### config.mk
export PLATFORM = sky130hd
export DESIGN_NAME = router_pkt_reg
export DESIGN_NICKNAME = d
export VERILOG_FILES = /design/src/rtl/router_pkt_reg.sv
export SDC_FILE = /design/constraint.sdc
export NUM_CORES = 1
export LEC_CHECK = 0
export ABC_AREA = 1
export BUFFER_PORTS_ARGS = -buffer_cell sky130_fd_sc_hd__buf_2
export CORE_MARGIN = 2
export CORE_UTILIZATION = 42
export DETAILED_ROUTE_END_ITERATION = 8
export GPL_TIMING_DRIVEN = 0
export PLACE_DENSITY = 0.73
export SLEW_MARGIN = 20
export SYNTH_ARGS = -nofsm -noshare
export SYNTH_HDL_FRONTEND = slang
export SYNTH_SLANG_ARGS = --single-unit
### constraint.sdc
create_clock -name clock -period 1.8 [get_ports clock]
set_input_delay 0.18 -clock clock [delete_from_list [all_inputs] [get_ports clock]]
set_output_delay 0.18 -clock clock [all_outputs]
set_load 0.05 [all_outputs]
### src/rtl/router_pkt_reg.sv
// Packet register stage between a router source port and its channel FIFOs: registers each byte,
// decodes the destination, checks the trailing check byte. Optional length check: ROUTER_PKT_LEN_CHK_EN.
module router_pkt_reg #(
  parameter int DATA_W   = 8,
  parameter int ADDR_W   = 2,
  parameter int NUM_CH   = 3,
  parameter int CHK_MODE = 0
) (
  input  logic              clock,
  input  logic              resetn,
  input  logic              pkt_valid,
  input  logic [DATA_W-1:0] data_in,
  input  logic              fifo_full,
  output logic              busy,
  output logic [DATA_W-1:0] dout,
  output logic              dout_valid,
  output logic [ADDR_W-1:0] dest_addr,
  output logic              parity_done,
  output logic              low_pkt_valid,
  output logic              err,
  output logic              len_err
);
  localparam int LEN_W = DATA_W - ADDR_W;
  localparam logic [ADDR_W:0] NUM_CH_W = NUM_CH[ADDR_W:0];

  typedef enum logic [1:0] {IDLE, LOAD, DROP, CHECK} state_t;

  state_t            state;
  logic [DATA_W-1:0] acc;
  logic [DATA_W-1:0] chk;
  logic              dropped;
  logic              accept;
  logic              hdr_legal;
  logic              len_bad;

  function automatic logic [DATA_W-1:0] acc_next(input logic [DATA_W-1:0] a,
                                                 input logic [DATA_W-1:0] d);
    if (CHK_MODE == 1) return a + d;
    else               return a ^ d;
  endfunction

`ifdef ROUTER_PKT_LEN_CHK_EN
  logic [LEN_W-1:0] len;
  logic [LEN_W-1:0] count;

  function automatic logic [LEN_W-1:0] sat_inc(input logic [LEN_W-1:0] c);
    return (&c) ? c : c + 1'b1;
  endfunction

  assign len_bad = (count != len);
`else
  assign len_bad = 1'b0;
`endif

  assign busy      = fifo_full | (state == CHECK);
  assign accept    = !busy && ((state == LOAD) || (state == DROP) ||
                               ((state == IDLE) && pkt_valid));
  assign hdr_legal = ({1'b0, data_in[ADDR_W-1:0]} < NUM_CH_W);

  always_ff @(posedge clock) begin
    if (!resetn) begin
      state         <= IDLE;
      dout          <= '0;
      dout_valid    <= 1'b0;
      dest_addr     <= '0;
      parity_done   <= 1'b0;
      low_pkt_valid <= 1'b0;
      err           <= 1'b0;
      len_err       <= 1'b0;
      acc           <= '0;
      chk           <= '0;
      dropped       <= 1'b0;
`ifdef ROUTER_PKT_LEN_CHK_EN
      len           <= '0;
      count         <= '0;
`endif
    end else begin
      dout_valid  <= 1'b0;
      parity_done <= 1'b0;
      case (state)
        IDLE: begin
          if (accept) begin
            dest_addr <= data_in[ADDR_W-1:0];
            acc       <= data_in;
            err       <= 1'b0;
            len_err   <= 1'b0;
`ifdef ROUTER_PKT_LEN_CHK_EN
            len       <= data_in[DATA_W-1:ADDR_W];
            count     <= '0;
`endif
            if (hdr_legal) begin
              dout       <= data_in;
              dout_valid <= 1'b1;
              dropped    <= 1'b0;
              state      <= LOAD;
            end else begin
              dropped <= 1'b1;
              state   <= DROP;
            end
          end
        end
        LOAD, DROP: begin
          if (accept) begin
            // Dropped packets are still consumed byte by byte, just never forwarded.
            if (state == LOAD) begin
              dout       <= data_in;
              dout_valid <= 1'b1;
            end
            if (pkt_valid) begin
              acc <= acc_next(acc, data_in);
`ifdef ROUTER_PKT_LEN_CHK_EN
              count <= sat_inc(count);
`endif
            end else begin
              chk           <= data_in;
              low_pkt_valid <= 1'b1;
              state         <= CHECK;
            end
          end
        end
        CHECK: begin
          err           <= (acc != chk) | dropped | len_bad;
          len_err       <= len_bad;
          parity_done   <= 1'b1;
          low_pkt_valid <= 1'b0;
          state         <= IDLE;
        end
        default: state <= IDLE;
      endcase
    end
  end
endmodule

=== Word level (Yosys, flattened, before mapping) ===
Cells that the tools add are included.

* Output and inout port bits: 16
* Word-level logic and storage cells: 70
* Bits in registers: 34
* Input port bits: 12

* Equal/unequal tests: 10
* Order comparisons: 1
* Muxes and demuxes: 27
* Bitwise gates (word level): 4
* Reduce and logical (&&, ||, !) cells: 17

{| class="wikitable"
|+ Operator list
! operator !! count
|-
| 8-bit two-way mux || 7
|-
| 8-bit case mux with 2 select lines || 2
|-
| 2-bit inequality test, second input constant || 6
|-
| 1-bit two-way mux || 9
|-
| 3-bit AND reduction || 3
|-
| 2-bit two-way mux || 4
|-
| 8-bit inequality test || 1
|-
| 1-bit case mux with 2 select lines || 4
|-
| 8-bit bitwise XOR || 1
|-
| 2-bit case mux with 3 select lines || 1
|-
| 2-bit nonzero test || 3
|-
| 5-bit AND reduction || 1
|-
| 2-bit == test, second input constant || 2
|-
| 2-bit AND reduction || 2
|-
| 4-bit AND reduction || 1
|-
| 2-bit by 1-bit == test with 1-bit output, second input constant || 1
|-
| 1-bit logical AND || 2
|-
| 2-bit zero test || 1
|-
| 1-bit logical OR || 2
|-
| 2-bit < comparator, second input constant || 1
|-
| 1-bit OR || 2
|-
| 2-bit OR reduction || 1
|-
| 1-bit zero test || 1
|-
| 1-bit inverter || 1
|}

=== Longest topological paths before layout ===
Gate-level depths: netlist (run 1).

* Depth in word-level cells: 6
* Mapped depth: 11
* Mapped depth without buffers: 10

=== Worst setup path after synthesis (run 1) ===
OpenSTA, ideal clock, no wires.

* Kind: reg2reg
* From: reg state[0]
* To: reg dout[0]
* Data arrival time: 1.578 ns
* Required time: 1.736 ns
* Setup slack: 0.158 ns
* Cell stages (with the launch flop): 9
* Library setup time: 0.064 ns
* Buffers on the path: 0
* Cells stage by stage: dfxtp_1 > ha_1 > inv_1 > nand2_1 > nand2_1 > nand2_2 > nor2_4 > nor2_1 > nor2_1

* Cells in the longest elaborated chain, start to end: 6
* Elaborated cells on any way between the ends: 18
* Classes of those cells: eq/ne: 7; mux: 1; bitwise: 1; reduce/logical: 9

{| class="wikitable"
|+ Ends and longest elaborated chain
! what !! RTL line !! text
|-
| start, declared || 28 || <nowiki>state_t state;</nowiki>
|-
| start signal, assigned || 62 || <nowiki>state <= IDLE;</nowiki>
|-
| start signal, assigned || 95 || <nowiki>state <= LOAD;</nowiki>
|-
| start signal, assigned || 98 || <nowiki>state <= DROP;</nowiki>
|-
| 2-bit == test * || 55 || <nowiki>assign busy = fifo_full | (state == CHECK);</nowiki>
|-
| 1-bit OR * || 55 ||
|-
| net busy || 14 || <nowiki>output logic busy,</nowiki>
|-
| 1-bit zero test * || 56 || <nowiki>assign accept = !busy && ((state == LOAD) || (state == DROP) ||</nowiki>
|-
| 1-bit logical AND * || 56 ||
|-
| 2-bit inequality test (no source line) || n/a ||
|-
| 5-bit AND reduction (no source line) * || n/a ||
|-
| end signal, assigned || 92 || <nowiki>dout <= data_in;</nowiki>
|-
| end signal, assigned || 106 || <nowiki>dout <= data_in;</nowiki>
|-
| end, declared || 15 || <nowiki>output logic [DATA_W-1:0] dout,</nowiki>
|}

The timed path passes the listed nets; every way through them passes the cells marked *.
A chain may end at the register's enable or synchronous reset.

=== Final worst setup path (run 1) ===
* From: reg state[0]
* To: reg dout[0]

* Cells in the longest elaborated chain, start to end: 6
* Elaborated cells on any way between the ends: 18
* Classes of those cells: eq/ne: 7; mux: 1; bitwise: 1; reduce/logical: 9

{| class="wikitable"
|+ Ends and longest elaborated chain
! what !! RTL line
|-
| 2-bit == test (tied with other cells) || 55
|-
| 1-bit OR (tied with other cells) || 55
|-
| 1-bit zero test or 1-bit logical OR (tied branches) || 56
|-
| 1-bit logical AND || 56
|-
| 2-bit inequality test (no source line) || n/a
|-
| 5-bit AND reduction (no source line) || n/a
|}

Several ways; a longest one is shown, not always the timed one.

==> results.cfg, run 1 <==
[final_layout]
area.sequential_um2 = 666
multi_input_area_um2 = 925
fillCellCount = 423
final_cell_area_um2 = 2100
final_layout_size_suffix_gt1_share_pct = 20.4
diodes = 0
area_delta_synth_final_pct = 19.1
fin_cells = 344
finalNetCount = 309

[clock_tree]
cts_num_sinks = 33
ctsRootBufferMaster = sky130_fd_sc_hd__clkbuf_8
cts.path.max_buffers = 2
cts_inserted_buffers = 5
clkTransAtPathRegs_ns = 0.07
htreeDepth = 2
worst_skew_pair.late_latency_ns = 0.29
cts_tree = done

[power]
report.power.total_mw = 3.39
total_switching_power_mw = 1.50
power.sequential.fraction_pct = 30.2
power_per_cell_area_nw_per_um2 = 1610
leakagePower_nw = 1.02
internal_power_mw = 1.89
worst_ir_drop_vdd_v = 0.000779
share_clk_of_total_power_pct = 21.6
combinational_share_of_power_pct = 48.2
swShare_pct = 44.2

[logic_synthesis]
async_reset_ff_share_pct = 0
number_of_enable_type_register_cells_in_the_synthesized_netlist = 0
yosys_warn_count = 0
netlist_area_um2 = 1770
postSynthAreaPerCell_um2 = 6.85
synth.largest_area_cell = sky130_fd_sc_hd__dfxtp_1
yosysTopAreaCellShare_pct = 37.4
synth_area_leaders = sky130_fd_sc_hd__dfxtp_1 37%, sky130_fd_sc_hd__nand2_1 17%, sky130_fd_sc_hd__inv_1 6.6%, sky130_fd_sc_hd__a21oi_1 6.5%, sky130_fd_sc_hd__nor2_1 5.1%
synth_cells = 258
post_synth_net_total = 274
synth.lib_cells_used.distinct = 27
yosysMostFrequentCell = sky130_fd_sc_hd__nand2_1
ys.flop_type = sky130_fd_sc_hd__dfxtp_1
yosysSeqAreaShare_pct = 37.4
most_frequent_cells_after_synthesis = 78 x sky130_fd_sc_hd__nand2_1, 33 x sky130_fd_sc_hd__dfxtp_1, 31 x sky130_fd_sc_hd__inv_1
ys_seq_elements = 33

[die]
dieArea_um2 = 4740
io_pins = 28
die_h_um = 68.9
core.rowCount = 23
die_w_um = 68.9
initial_core_util_pct = 43.9
fp.coreArea_um2 = 4030

[critical_path]
element_type_at_the_critical_path_end = flip-flop
worst_ep_required_time_ns = 2.03
worst_ep_arrival_time_ns = 1.91
r2r_cells = 11
worst_path_largest_cell_delay_ns = 0.37
critPathSlowestCell = sky130_fd_sc_hd__dfxtp_4
reg2reg_slack_ns = 0.11
path_class = reg -> reg
cp_cell_sequence = inv_1 > ha_1 > buf_6 > inv_2 > buf_8 > nor2_2 > inv_1 > nand2_2 > nor2_4 > nor2_1 > nor2_1
maximum_fanout_count_along_the_critical_path = 8
timing.critical_path.from_type = flip-flop

[run_status]
run_status = completed

[timing]
worst-slew-pin-transition_ns = 0.521
rsz0062_at_grt = no
remaining_max_slew_budget_at_the_tightest_pin_pct = 65.3
timing.setup.tns_ns = 0
hold_viol = 0
post-route-period-util_pct = 93.7
setup_violations = 0
finalCriticalPeriod_ns = 1.69
achievable_frequency_mhz = 593
finClkSkew_ns = 0.00495
count_of_pins_over_their_slew_limit = 0

[placed_design]
post_dp_cell_area_um2 = 1960
gpl.final_weighted_congestion = 0.801
place_inst = 334
numPortBuffers = 26
detailedPlacementHpwl_um = 2910

[global_routing]
pin_count_of_the_biggest_net_entering_global_routing = 11
grt_pass1_wl_um = 6870
grt_remaining_overflow = 0
antenna_found_initial = 0
grt_pass1_vias = 1516
globalRouteTotalUtil_pct = 20.0

[worst_hold_path]
hold-path-cell-count = 3
type_of_the_worst_min_delay_path = in -> reg

[detailed_routing]
dr.pass1.iters = 4
via_count = 1700
post-route-drc-count = 0
avgViaCountPerCell = 4.94
dr.first_iter.drc_count = 112
drt.antenna.violating_nets = 0
routed_wire_length_per_instance_um = 12.2
routed_wl_um = 4190

[job]
cap_violations = 0
[placed cells by master (no fill, tap or decap)]
| cell | instances |
|---|---|
| sky130_fd_sc_hd__nand2_1 | 78 |
| sky130_fd_sc_hd__inv_4 | 1 |
| sky130_fd_sc_hd__or2_2 | 2 |
| sky130_fd_sc_hd__clkbuf_1 | 3 |
| sky130_fd_sc_hd__o211ai_1 | 1 |
| sky130_fd_sc_hd__nor3_1 | 1 |
| sky130_fd_sc_hd__nand3_1 | 5 |
| sky130_fd_sc_hd__dfxtp_1 | 31 |
| sky130_fd_sc_hd__nand2_2 | 4 |
| sky130_fd_sc_hd__buf_1 | 1 |
| sky130_fd_sc_hd__nor2_4 | 2 |
| sky130_fd_sc_hd__nor2_2 | 1 |
| sky130_fd_sc_hd__inv_1 | 31 |
| sky130_fd_sc_hd__clkbuf_8 | 6 |
| sky130_fd_sc_hd__dfxtp_2 | 1 |
| sky130_fd_sc_hd__inv_2 | 3 |
| sky130_fd_sc_hd__o21ai_0 | 12 |
| sky130_fd_sc_hd__nand4_1 | 10 |
| sky130_fd_sc_hd__nand3_4 | 1 |
| sky130_fd_sc_hd__buf_2 | 27 |
| sky130_fd_sc_hd__clkbuf_2 | 1 |
| sky130_fd_sc_hd__buf_8 | 1 |
| sky130_fd_sc_hd__xnor2_1 | 1 |
| sky130_fd_sc_hd__buf_6 | 1 |
| sky130_fd_sc_hd__dfxtp_4 | 1 |
| sky130_fd_sc_hd__buf_4 | 3 |
| sky130_fd_sc_hd__conb_1 | 1 |
| sky130_fd_sc_hd__nor2_1 | 24 |
| sky130_fd_sc_hd__bufinv_16 | 1 |
| sky130_fd_sc_hd__nand2_4 | 3 |
| sky130_fd_sc_hd__xor2_1 | 8 |
| sky130_fd_sc_hd__a21oi_4 | 1 |
| sky130_fd_sc_hd__ha_1 | 4 |
| sky130_fd_sc_hd__a21oi_1 | 23 |
[flip-flops by register name, indices dropped and copies added (netlist names)]
register,cells
dropped,1
dest_addr,2
state,2
dout_valid,1
parity_done,1
acc,8
dout,8
low_pkt_valid,1
chk,8
err,1
[worst max-delay path, delay by kind of cell, from the launching register on]
kind	cells	cell delay (ns)
AND/OR/NAND/NOR	5	0.49
buffers and inverters	5	0.47
flip-flops	1	0.37
adder cells (fa/ha/maj)	1	0.29
[cells by family after synthesis]
family	count (synthesis)	share of synthesized area [%]
DFF	33	37.4
and+or+nand+nor	131	33.6
AOI/OAI and AO/OA	37	11.3
adders and majority gates	4	2.83
xor gates and xnor gates	9	4.46
buffers and inverters	43	10.3
other	1	0.212
[path summary, 6_finish.rpt]
check | startpoint | to
hold reg to reg | dest_addr[0] | dest_addr[0]
hold / removal | resetn | chk[0]
setup reg to reg | state[0] | dout[0]
setup / recovery | state[0] | dout[0]
[area by class of cell]
cell class	instances	area share, %
buffer	8	2.62
clock buffer	7	4.10
clock inverter	1	1.43
inverter	35	6.37
multi-input combinational	182	44.0
sequential	33	31.6
tap	50	2.97
timing repair buffer	28	6.90
[per-layer routing]
layer	track usage [%]	routed length (um)	share of wire, %	vias to the layer above
met5	0	0	0	-
met4	7.60	57	1.4	0
met3	5.84	256	6.1	7
met2	32.1	2010	48	49
met1	25.3	1870	45	765
li1	-	-	-	879
[power by group through the flow]
stage	clock (mW)	combinational, mW	sequential, mW
after floorplan	0	0.987	1.29
after global placement	0	1.53	1.03
after detailed placement	0	1.56	1.04
after CTS	0.739	1.58	1.02
after global routing	0.766	1.81	1.05
final	0.734	1.63	1.02
[through the flow]
| stage | worst slack (ns) | util, % | hold WS [ns] |
|---|---|---|---|
| global route | 0.00933 | 52.2 | 0.222 |
| floorplan | 0.158 | - | 0.318 |
| finish | 0.114 | 52.2 | 0.206 |
| detailed placement | 0.0181 | 48.6 | 0.437 |
| CTS | 0.00554 | 51.6 | 0.202 |
| global placement | 0.0461 | 48.6 | 0.432 |
[repair_timing]
action | 4_1_cts | 5_1_grt
setup endpoints to repair | 1 | 19
resized for setup | 1 | 6
hold buffers | 0 | 0
setup buffers | 0 | 2
pin swaps | 1 | 2
Note: power is estimated with default switching activity, not from simulation.
==> run 2: changes to the inputs <==
--- a/config.mk
+++ b/config.mk
@@ -7,11 +7,13 @@
 export LEC_CHECK = 0
 export ABC_AREA = 1
 export BUFFER_PORTS_ARGS = -buffer_cell sky130_fd_sc_hd__buf_2
+export CELL_PAD_IN_SITES_DETAIL_PLACEMENT = 0
+export CELL_PAD_IN_SITES_GLOBAL_PLACEMENT = 1
 export CORE_MARGIN = 2
-export CORE_UTILIZATION = 42
+export CORE_UTILIZATION = 39
 export DETAILED_ROUTE_END_ITERATION = 8
 export GPL_TIMING_DRIVEN = 0
-export PLACE_DENSITY = 0.73
+export PLACE_DENSITY = 0.83
 export SLEW_MARGIN = 20
 export SYNTH_ARGS = -nofsm -noshare
 export SYNTH_HDL_FRONTEND = slang
==> results.cfg, run 2 (synthesized netlist as in run 1, its figures left out) <==
[timing]
finalCriticalPeriod_ns = 1.65
setup_violations = 0
hold_viol = 0
achievable_frequency_mhz = 608
count_of_pins_over_their_slew_limit = 0
finClkSkew_ns = 0.00489
setup_ws_post_layout_ns = 0.154
post-route-period-util_pct = 91.4

[die]
core.rowCount = 24
io_pins = 28
die_h_um = 71.3
dieArea_um2 = 5080
die_w_um = 71.3
initial_core_util_pct = 40.6
fp.coreArea_um2 = 4350

[global_routing]
globalRouteTotalUtil_pct = 17.6
pin_count_of_the_biggest_net_entering_global_routing = 11
grt_pass1_wl_um = 6970
grt_pass1_vias = 1489
grt_busiest_layer = met2
antenna_found_initial = 0
use_met1_pct = 23.8
grt_remaining_overflow = 0
grtUsageMet2_pct = 27.0
gr-usage-met3_pct = 5.63

[critical_path]
crit_buf_inv = 5
family_with_the_most_delay_on_the_worst_path = buffers and inverters
critPathSlowestCell = sky130_fd_sc_hd__dfxtp_4
path_class = reg -> reg
crit-reg2reg-launch = state[0]
element_type_at_the_critical_path_end = flip-flop
worst_ep_required_time_ns = 2.02
cp_cell_sequence = inv_1 > ha_1 > buf_6 > inv_2 > buf_8 > nand2_4 > nand3_4 > inv_4 > nand2_1 > a21oi_1
worst_path_largest_cell_delay_ns = 0.37
cp-startpoint = state[0]
timing.critical_path.from_type = flip-flop
worst_ep_arrival_time_ns = 1.87
maximum_fanout_count_along_the_critical_path = 9

[placed_design]
numPortBuffers = 26
gpl.final_weighted_congestion = 0.793
detailedPlacementHpwl_um = 3030
place_inst = 336
pre_cts_slack_ns = -0.0673

[clock_tree]
cts_tree = done
cts_num_sinks = 33
worst_skew_pair.late_latency_ns = 0.29
holdBufCountCts = 0
cts.path.max_buffers = 2
htreeDepth = 2
cts_inserted_buffers = 5
ctsRootBufferMaster = sky130_fd_sc_hd__clkbuf_8
clkTransAtPathRegs_ns = 0.07

[final_layout]
finalNetCount = 312
area_delta_synth_final_pct = 19.0
most-common-layout-cells = 78 x sky130_fd_sc_hd__nand2_1, 31 x sky130_fd_sc_hd__dfxtp_1, 30 x sky130_fd_sc_hd__inv_1
diodes = 0
final_layout_size_suffix_gt1_share_pct = 21.9
fin_cells = 349
reg_top3 = acc: 8 flops, chk: 8 flops, dout: 8 flops
fillCellCount = 459
final_common_cell = sky130_fd_sc_hd__nand2_1

[detailed_routing]
routed_wl_um = 4210
avgViaCountPerCell = 4.65
dr.first_iter.drc_count = 67
dr.pass1.iters = 4
post-route-drc-count = 0
via_count = 1622
drt.antenna.violating_nets = 0
routed_wire_length_per_instance_um = 12.1

[job]
cap_violations = 0

[power]
total_switching_power_mw = 1.49
share_clk_of_total_power_pct = 16.9
swShare_pct = 46.0
leakagePower_nw = 1.03
worst_ir_drop_vdd_v = 0.000879
internal_power_mw = 1.75
combinational_share_of_power_pct = 51.6
power_per_cell_area_nw_per_um2 = 1550
power.sequential.fraction_pct = 31.5

[run_status]
run_status = completed

[worst_hold_path]
hold_start = resetn
type_of_the_worst_min_delay_path = in -> reg
[run 2: worst reg2reg max path, stage by stage, from the launching register on]
cell	delay, ns
sky130_fd_sc_hd__dfxtp_4	0.37
sky130_fd_sc_hd__inv_1	0.04
sky130_fd_sc_hd__ha_1	0.28
sky130_fd_sc_hd__buf_6	0.14
sky130_fd_sc_hd__inv_2	0.06
sky130_fd_sc_hd__buf_8	0.13
sky130_fd_sc_hd__nand2_4	0.08
sky130_fd_sc_hd__nand3_4	0.15
sky130_fd_sc_hd__inv_4	0.15
sky130_fd_sc_hd__nand2_1	0.06
sky130_fd_sc_hd__a21oi_1	0.12
[run 2: through the flow]
stage	hold slack (ns)	TNS [ns]	power (mW)	util, %	instance area [um2]
floorplan	0.318	0	2.27	-	1770
global placement	0.430	-0.0285	2.59	45.1	1960
detailed placement	0.435	-0.0914	2.60	45.1	1960
CTS	0.164	0	3.16	47.2	2050
global route	0.182	-0.000151	3.50	48.3	2100
finish	0.167	0	3.25	48.3	2100
[run 2: cell type report]
class | instances | area, um2 | area share [%]
Buffer | 8 | 57.6 | 2.74
Clock inverter | 2 | 10.0 | 0.476
Clock buffer | 6 | 72.6 | 3.45
Tap cell | 52 | 65.1 | 3.10
Sequential cell | 33 | 666 | 31.7
Timing Repair Buffer | 31 | 168 | 7.98
Multi-Input combinational cell | 182 | 930 | 44.2
Inverter | 35 | 134 | 6.37
[run 2: worst paths after layout]
check / endpoint / slack [ns] / cells past startpoint
worst min register to register: dest_addr[0] / 0.44 / 2
worst min-delay path: chk[0] / 0.17 / 3
worst max-delay path: acc[3] / 0.15 / 10
worst max register to register: acc[3] / 0.15 / 10
[run 2: power by group through the flow]
stage / registers (mW) / clock network, mW / logic, mW
global route: 1.05 / 0.587 / 1.86
finish: 1.02 / 0.549 / 1.68
CTS: 1.02 / 0.560 / 1.58
global placement: 1.03 / 0 / 1.56
detailed placement: 1.04 / 0 / 1.57
floorplan: 1.29 / 0 / 0.987
[run 2: routing by layer]
metal  share of wire (%)  up-vias
met5                   0        -
met4                 2.1        0
met3                 4.5        9
met2                  44       33
met1                  50      700
li1                    -      880
[run 2: repair_timing]
| item | 4_1_cts | 5_1_grt |
|---|---|---|
| endpoints found under the setup margin | 2 | 18 |
| resized for setup | 3 | 6 |
| buffers inserted | 0 | 5 |
| pin swaps | 0 | 1 |
| endpoints found under the hold margin | 0 | 0 |
